**config.mk**
```make
export PLATFORM = sky130hd
export DESIGN_NAME = pipelined_barrel_shifter
export DESIGN_NICKNAME = d
export VERILOG_FILES = /design/src/rtl/pipelined_barrel_shifter.sv
export SDC_FILE = /design/constraint.sdc
export NUM_CORES = 1
export LEC_CHECK = 0
export ABC_CLOCK_PERIOD_IN_PS = 2200
export BUFFER_PORTS_ARGS = -buffer_cell sky130_fd_sc_hd__buf_4
export CAP_MARGIN = 30
export CELL_PAD_IN_SITES_DETAIL_PLACEMENT = 1
export CELL_PAD_IN_SITES_GLOBAL_PLACEMENT = 2
export CORE_MARGIN = 10
export CORE_UTILIZATION = 32
export CTS_CLUSTER_SIZE = 12
export DETAILED_ROUTE_END_ITERATION = 6
export HOLD_SLACK_MARGIN = 0.12
export PLACE_DENSITY_LB_ADDON = 0.1
export SYNTH_ARGS = -nofsm -noshare
export SYNTH_HDL_FRONTEND = slang
export SYNTH_SLANG_ARGS = --single-unit
```
**constraint.sdc**
```tcl
create_clock -name clk -period 2.2 [get_ports clk]
set_input_delay 0.22 -clock clk [delete_from_list [all_inputs] [get_ports clk]]
set_output_delay 0.22 -clock clk [all_outputs]
set_load 0.01 [all_outputs]
```
**src/rtl/pipelined_barrel_shifter.sv**
```systemverilog
// Pipelined ARM-style barrel shifter (LSL/LSR/ASR/ROR/RRX) with valid/ready handshake and tag passthrough.
// Optional zero/negative result flags are enabled by defining BARREL_SHIFTER_FLAGS_EN.
module pipelined_barrel_shifter #(
    parameter int WIDTH   = 32,
    parameter int AMT_W   = 8,
    parameter int LATENCY = 2,
    parameter int TAG_W   = 4
) (
    input  logic             clk,
    input  logic             rst_n,
    input  logic             in_valid,
    output logic             in_ready,
    input  logic [WIDTH-1:0] in_data,
    input  logic [AMT_W-1:0] in_amt,
    input  logic [2:0]       in_mode,
    input  logic             in_carry,
    input  logic [TAG_W-1:0] in_tag,
    output logic             out_valid,
    input  logic             out_ready,
    output logic [WIDTH-1:0] out_data,
    output logic             out_carry,
`ifdef BARREL_SHIFTER_FLAGS_EN
    output logic             out_zero,
    output logic             out_neg,
`endif
    output logic [TAG_W-1:0] out_tag
);
    localparam int LOG = $clog2(WIDTH);

    localparam logic [1:0] K_LSL = 2'd0;
    localparam logic [1:0] K_LSR = 2'd1;
    localparam logic [1:0] K_ASR = 2'd2;

    // Applies mux levels lo..hi-1; level i moves the word by 2**i when amt[i] is set.
    function automatic logic [WIDTH-1:0] shift_levels(input logic [WIDTH-1:0] d,
                                                      input logic [LOG-1:0]   amt,
                                                      input logic [1:0]       kind,
                                                      input int               lo,
                                                      input int               hi);
        logic [WIDTH-1:0]        r;
        logic signed [WIDTH-1:0] sr;
        r = d;
        for (int i = 0; i < LOG; i++) begin
            if (i >= lo && i < hi && amt[i]) begin
                case (kind)
                    K_LSL:   r = r << (1 << i);
                    K_LSR:   r = r >> (1 << i);
                    K_ASR: begin
                        sr = r;
                        sr = sr >>> (1 << i);
                        r  = sr;
                    end
                    default: r = (r >> (1 << i)) | (r << (WIDTH - (1 << i)));
                endcase
            end
        end
        return r;
    endfunction

    logic advance;
    assign advance  = !out_valid || out_ready;
    assign in_ready = advance;

    logic [31:0]      n_ext;
    logic             n_zero, n_eq_w, n_gt_w, n_lt_w;
    logic [LOG-1:0]   n_mod, idx_dn, idx_up;
    logic [WIDTH-1:0] dec_data;
    logic [LOG-1:0]   dec_amt;
    logic [1:0]       dec_kind;
    logic             dec_carry;

    assign n_ext  = 32'(in_amt);
    assign n_zero = (n_ext == 32'd0);
    assign n_eq_w = (n_ext == 32'(WIDTH));
    assign n_gt_w = (n_ext > 32'(WIDTH));
    assign n_lt_w = !n_eq_w && !n_gt_w;
    assign n_mod  = in_amt[LOG-1:0];
    assign idx_dn = n_mod - 1'b1;
    assign idx_up = ~n_mod + 1'b1;

    // Out-of-range shifts become a constant word with zero residual amount; carry is final here.
    always_comb begin
        dec_data  = in_data;
        dec_amt   = '0;
        dec_kind  = in_mode[1:0];
        dec_carry = in_carry;
        case (in_mode)
            3'd0: if (!n_zero) begin
                if (n_lt_w) begin
                    dec_amt   = n_mod;
                    dec_carry = in_data[idx_up];
                end else begin
                    dec_data  = '0;
                    dec_carry = n_eq_w ? in_data[0] : 1'b0;
                end
            end
            3'd1: if (!n_zero) begin
                if (n_lt_w) begin
                    dec_amt   = n_mod;
                    dec_carry = in_data[idx_dn];
                end else begin
                    dec_data  = '0;
                    dec_carry = n_eq_w ? in_data[WIDTH-1] : 1'b0;
                end
            end
            3'd2: if (!n_zero) begin
                if (n_lt_w) begin
                    dec_amt   = n_mod;
                    dec_carry = in_data[idx_dn];
                end else begin
                    dec_data  = {WIDTH{in_data[WIDTH-1]}};
                    dec_carry = in_data[WIDTH-1];
                end
            end
            3'd3: if (!n_zero) begin
                dec_amt   = n_mod;
                dec_carry = in_data[idx_dn];
            end
            3'd4: begin
                dec_data  = {in_carry, in_data[WIDTH-1:1]};
                dec_carry = in_data[0];
            end
            default: ;
        endcase
    end

    for (genvar s = 0; s < LATENCY; s++) begin : g_stg
        localparam int LO = (s * LOG) / LATENCY;
        localparam int HI = ((s + 1) * LOG) / LATENCY;

        logic [WIDTH-1:0] src_data, data_d, data_q;
        logic [LOG-1:0]   src_amt;
        logic [1:0]       src_kind;
        logic             src_carry, src_vld, carry_q, vld_q;
        logic [TAG_W-1:0] src_tag, tag_q;

        if (s == 0) begin : g_in
            assign src_data  = dec_data;
            assign src_amt   = dec_amt;
            assign src_kind  = dec_kind;
            assign src_carry = dec_carry;
            assign src_vld   = in_valid;
            assign src_tag   = in_tag;
        end else begin : g_chain
            assign src_data  = g_stg[s-1].data_q;
            assign src_amt   = g_stg[s-1].g_fwd.amt_q;
            assign src_kind  = g_stg[s-1].g_fwd.kind_q;
            assign src_carry = g_stg[s-1].carry_q;
            assign src_vld   = g_stg[s-1].vld_q;
            assign src_tag   = g_stg[s-1].tag_q;
        end

        assign data_d = shift_levels(src_data, src_amt, src_kind, LO, HI);

        // Stage s register boundary: every stage moves together on advance.
        always_ff @(posedge clk or negedge rst_n) begin
            if (!rst_n) begin
                data_q  <= '0;
                carry_q <= 1'b0;
                vld_q   <= 1'b0;
                tag_q   <= '0;
            end else if (advance) begin
                data_q  <= data_d;
                carry_q <= src_carry;
                vld_q   <= src_vld;
                tag_q   <= src_tag;
            end
        end

        if (s < LATENCY - 1) begin : g_fwd
            logic [LOG-1:0] amt_q;
            logic [1:0]     kind_q;
            always_ff @(posedge clk or negedge rst_n) begin
                if (!rst_n) begin
                    amt_q  <= '0;
                    kind_q <= '0;
                end else if (advance) begin
                    amt_q  <= src_amt;
                    kind_q <= src_kind;
                end
            end
        end
    end

    assign out_valid = g_stg[LATENCY-1].vld_q;
    assign out_data  = g_stg[LATENCY-1].data_q;
    assign out_carry = g_stg[LATENCY-1].carry_q;
    assign out_tag   = g_stg[LATENCY-1].tag_q;

`ifdef BARREL_SHIFTER_FLAGS_EN
    logic zero_q, neg_q;
    always_ff @(posedge clk or negedge rst_n) begin
        if (!rst_n) begin
            zero_q <= 1'b0;
            neg_q  <= 1'b0;
        end else if (advance) begin
            zero_q <= (g_stg[LATENCY-1].data_d == '0);
            neg_q  <= g_stg[LATENCY-1].data_d[WIDTH-1];
        end
    end
    assign out_zero = zero_q;
    assign out_neg  = neg_q;
`else
`endif

endmodule

```
; ---- Word level (Yosys, flattened, before mapping)
; Cells that the tools add are included.
[totals]
regBits = 83
in_bits = 52
output_inout_bits = 39
word_cells = 74
[op_classes]
add_sub_neg = 2
order_cmp = 3
eq_ne = 9
n_mux = 33
bitwise_logic = 6
n_reduce_logical = 11
[op_table]
columns = operator, count
row1 = one-hot mux 32 bit (3 select lines), 6
row2 = two-way mux 32 bit, 7
row3 = two-way mux 31 bit, 2
row4 = logical NOT 32 bit, 1
row5 = bitwise OR 16 x 32 -> 32 bit, 1
row6 = bitwise OR 24 x 32 -> 32 bit, 1
row7 = bitwise OR 28 x 32 -> 32 bit, 1
row8 = bitwise OR 30 x 32 -> 32 bit, 1
row9 = bitwise OR 31 x 32 -> 32 bit, 1
row10 = two-way mux 5 bit, 3
row11 = "< comparator 5 x 6 -> 1 bit, second input constant", 2
row12 = two-way mux 1 bit, 11
row13 = binary-select mux 1 bit (select 5 bit), 2
row14 = one-hot mux 5 bit (2 select lines), 1
row15 = "== test 8 x 6 -> 1 bit, second input constant", 1
row16 = "> comparator 8 x 6 -> 1 bit, second input constant", 1
row17 = "== test 3 x 2 -> 1 bit, second input constant", 2
row18 = "adder 5 x 1 -> 5 bit, second input constant", 1
row19 = inverter 5 bit, 1
row20 = one-hot mux 1 bit (5 select lines), 1
row21 = "subtractor 5 x 1 -> 5 bit, second input constant", 1
row22 = "== test 2 x 1 -> 1 bit, second input constant", 2
row23 = "== test 2 bit, second input constant", 2
row24 = logical NOT 2 bit, 2
row25 = other kinds (8), 10

; ---- Longest topological paths before layout
[logic_depth]
ltp_word = 12
mapped_depth = 12
ltp_nobuf = 8

; ---- Least setup slack after synthesis
; OpenSTA, ideal clock, no wires.
[synth_path]
path_kind = input to register
start = input port in_amt[0]
end = register g_stg[0].carry_q
setup_time_ns = 0.125
arrival_ns = 2.655
required_time_ns = 2.075
path_slack_ns = -0.581
stages = 11
n_path_buf = 4
cell_sequence = buf_2 > buf_2 > inv_1 > ha_1 > clkbuf_1 > clkbuf_1 > mux4_2 > mux4_2 > mux2i_1 > o211ai_1 > o2bb2ai_1
[synth_via]
elab_chain_cells = 7
word_cells_on_any_way = 23
classes_between = add/sub: 2 / order compare: 1 / eq/ne: 1 / mux: 14 / bitwise: 1 / reduce/logical: 4
[synth_lines]
columns = element, line_no
row1 = "start, declared", 14  ; input logic [AMT_W-1:0] in_amt,
row2 = inverter 5 bit, 79  ; assign idx_up = ~n_mod + 1'b1;
row3 = adder 5 x 1 -> 5 bit, 79
row4 = binary-select mux 1 bit (select 5 bit), 91  ; dec_carry = in_data[idx_up];
row5 = two-way mux 1 bit (not written as such), 91
row6 = two-way mux 1 bit, 89  ; if (n_lt_w) begin
row7 = two-way mux 1 bit, 88  ; 3'd0: if (!n_zero) begin
row8 = one-hot mux 1 bit (5 select lines) (*), 87  ; case (in_mode)
row9 = "end signal, assigned", 164  ; carry_q <= src_carry;
row10 = "end, declared", 134  ; logic src_carry, src_vld, carry_q, vld_q;
; Mark *: on every way between the ends. The rest lies on a longest branch, timed or not. The select of a mux whose other input is x is not followed.
; A chain may end at the register's enable or synchronous reset.

; ---- Worst setup path after layout
[layout_path]
start = input port in_amt[5]
end = register g_stg[0].data_q[13]
[layout_via]
elab_chain_cells = 12
word_cells_on_any_way = 21
classes_between = order compare: 1 / eq/ne: 1 / mux: 13 / bitwise: 2 / reduce/logical: 4
[layout_lines]
columns = element, line_no
row1 = > comparator 8 x 6 -> 1 bit or == test 8 x 6 -> 1 bit (tied branches), "75, 74"
row2 = logical NOT 1 bit, 76  ; assign n_lt_w = !n_eq_w && !n_gt_w;
row3 = logical AND 1 bit, 76
row4 = two-way mux 31 bit or two-way mux 32 bit (tied branches), "107, 89, 98"
row5 = two-way mux 31 bit or two-way mux 32 bit (tied branches), "106, 88"
row6 = one-hot mux 32 bit (3 select lines), 87
row7 = bitwise OR 31 x 32 -> 32 bit, 53  ; default: r = (r >> (1 << i)) | (r << (WIDTH - (1 << i)));
row8 = one-hot mux 32 bit (3 select lines), 45  ; case (kind)
row9 = two-way mux 32 bit, 44  ; if (i >= lo && i < hi && amt[i]) begin
row10 = bitwise OR 30 x 32 -> 32 bit, 53
row11 = one-hot mux 32 bit (3 select lines), 45
row12 = two-way mux 32 bit (*), 44
row13 = "end signal, assigned", 163  ; data_q <= data_d;
row14 = "end, declared", 131  ; logic [WIDTH-1:0] src_data, data_d, data_q;
; Mark *: on every way between the ends. The rest lies on a longest branch, timed or not.

==> flow_summary.json <==
{
  "synth_top_cell_by_area": "dfrtp_1",
  "p_per_area_nw_per_um2": 658,
  "drtIter0Drc": 842,
  "num_rows": 58,
  "crit_buf_inv": 3,
  "synth-async-reset-ratio_pct": 100,
  "cp_cell_sequence": "buf_4, or3_1, buf_4, mux2i_4, nor3_4, nand2_1, buf_4, a211oi_1, nor2_1",
  "synth_most_common_cell": "nand2_1",
  "clock_sinks": 81,
  "seq_area_frac_synth_pct": 25.2,
  "pwr-share-clk_pct": 22.1,
  "period_minus_slack_ps": 2100,
  "grt-ovfl-total": 0,
  "dr.pass1.iters": 5,
  "gp_congestion": 0.926,
  "hp-class": "in -> reg",
  "yosysUniqueCellTypes": 82,
  "synth_area_per_cell_um2": 8.00,
  "seqCellArea_um2": 2030,
  "vias": 9540,
  "cts-root-buf": "clkbuf_16",
  "dp_hpwl_um": 30800,
  "final_nets": 1302,
  "fin_skew_ps": 15.6,
  "hold_viol": 0,
  "worstPathRequired_ps": 2430,
  "seqPwrFrac_pct": 29.7,
  "dpl-instance-area_um2": 10700,
  "cp_slowest_stage_delay_ps": 440,
  "critPathMaxFanout": 8,
  "yosysWarnings": 0,
  "grtUsageTotal_pct": 24.1,
  "ys_seq_elements": 81,
  "p_sw_uw": 2910,
  "synth_top_area_share_pct": 25.2,
  "synth-edff-count": 0,
  "first_global_vias": 9738,
  "max_freq_mhz": 477,
  "power_frac_comb_pct": 48.3,
  "drc": 0,
  "initial_core_util_pct": 32.3,
  "maxCapViolCount": 0,
  "maxSlewHeadroom_pct": 50.9,
  "vias_per_cell": 6.02,
  "syn_to_final_growth_pct": 38.6,
  "synth_fp_nets": 1060,
  "critPathKind": "in -> reg",
  "drt-total-wl_um": 38600,
  "tightest_slew_ps": 734,
  "nFillCells": 3032,
  "finalCritPeriodShare_pct": 95.2,
  "ant_nets": 0,
  "leakage_uw": 0.00467,
  "fin_area_um2": 11200,
  "die_x_um": 179,
  "synth_ff_type": "dfrtp_1",
  "core_um2": 25000,
  "cp-end-kind": "flop",
  "worstSetupStartpointType": "input port",
  "power_uw": 7340,
  "vdd_drop_max_mv": 0.393,
  "multi_input_area_um2": 5610,
  "arrival_ps": 2330,
  "pre_cts_ws_ps": -438,
  "crit_top_cell": "buf_4",
  "dp_cells": 1562,
  "wl_per_cell_um": 24.4,
  "ios": 91,
  "setup_viol": 0,
  "switching_share_pct": 39.6,
  "die_h_um": 179,
  "htreeDepth": 3,
  "cts.clk_slew.worst_paths_ps": 70,
  "syn_inst": 1007,
  "clk_latency_ps": 350,
  "final_cells": 1585,
  "die_area_um2": 31900,
  "syn_area_um2": 8050,
  "slew_violations": 0,
  "status": "finished clean",
  "layout_setup_ws_ps": 105,
  "power.internal_uw": 4430,
  "grt_max_degree": 39,
  "setup_tns_ps": 0,
  "synth_commonest_cells": "nand2_1, dfrtp_1, nor2_1",
  "drive_gt1_share_pct": 35.8,
  "tritoncts": "done",
  "critPathTopFamily": "simple AND/OR/NAND/NOR gates",
  "cts_buffers": 9,
  "clockBufferDepth": 2,
  "rsz0062_at_grt": "true",
  "synth.area.top_cells": "dfrtp_1, mux4_2, nand2_1",
  "slowest_stage": "nor3_4",
  "antenna_found_initial": 1,
  "numPortBuffers": 90,
  "grt_pass1_wl_um": 59700
}
repair_timing:
item | 4_1_cts | 5_1_grt
endpoints found under the setup margin | 7 | 14
hold endpoints to repair | 32 | 0
buffers inserted | 0 | 0
hold buffers | 6 | 0
resized for setup | 4 | 13
registers in the layout, summed over array words and instances, names as in the netlist:
name / cells
g_stg.g_fwd.amt_q: 3
g_stg.data_q: 32
out_valid: 1
g_stg.carry_q: 1
g_stg.vld_q: 1
out_carry: 1
g_stg.tag_q: 4
out_data: 32
g_stg.g_fwd.kind_q: 2
out_tag: 4
final timing paths:
check	start	to	slack (ps)	cells after the start
setup / recovery	in_amt[5]	g_stg[0].data_q[13]	100	9
hold / removal	in_amt[2]	g_stg[0].g_fwd.amt_q[2]	240	3
setup reg to reg	g_stg[0].g_fwd.kind_q[1]	out_data[0]	120	7
hold reg to reg	g_stg[0].vld_q	g_stg[0].vld_q	460	2
max in group asynchronous	rst_n	out_valid	1270	3
min in group asynchronous	rst_n	out_data[22]	330	2
layout make-up:
type	instances	area share [%]
Sequential cell	81	18.2
Multi-Input combinational cell	812	50.3
Tap cell	330	3.70
Antenna cell	1	0.0224
Clock inverter	6	0.661
Timing Repair Buffer	337	24.7
Clock buffer	10	2.14
Inverter	8	0.269
placed cells by master (no fill, tap or decap), types with 18 or more instances in the layout:
master,n
a21oi_1,61
mux2i_1,21
a31oi_1,40
nand3_1,27
o21ai_0,72
nor2_1,71
mux4_2,27
dfrtp_1,79
a211oi_1,20
nand2_1,155
buf_4,314
a22oi_1,18
worst register-to-register path: cells and delay by family (launching register included):
family	cells	cell delay, ps
AOI/OAI and AO/OA	2	280
buffers and inverters	2	310
DFF	1	500
and+or+nand+nor	1	200
muxes	2	690
per-layer routing:
| layer | part of all wire, % | up-vias | global-route usage, % |
|---|---|---|---|
| met5 | 0 | - | 0 |
| met4 | 2.4 | 0 | 7.03 |
| met2 | 48 | 312 | 39.8 |
| li1 | - | 4371 | - |
| met1 | 44 | 4801 | 31.9 |
| met3 | 5.5 | 56 | 3.39 |
logic make-up (layout without fill, tap and decap cells):
group / after synthesis / after routing / share of synthesized area [%]
compound gates: 403 / 403 / 35.8
xor+xnor: 4 / 4 / 0.435
fa+ha+maj: 2 / 2 / 0.295
buf+inv: 114 / 361 / 6.71
flops: 81 / 81 / 25.2
mux: 55 / 55 / 11.4
other cells: 0 / 1 / 0
simple gates: 348 / 348 / 20.2
metrics by stage:
stage	hold slack (ps)	utilization, %
2_1_floorplan	-75.6	-
3_3_place_gp	179	42.9
3_5_place_dp	179	42.9
4_1_cts	225	44.4
5_1_grt	245	44.7
6_report	237	44.7
power by group through the flow:
stage               sequential (uW)  combinational (uW)  clock, uW
floorplan                      2160                1720          0
global placement               2200                3430          0
detailed placement             2210                3480          0
CTS                            2180                3500       1660
global route                   2230                3840       1720
finish                         2180                3540       1620
Note: power is estimated with default switching activity, not from simulation.
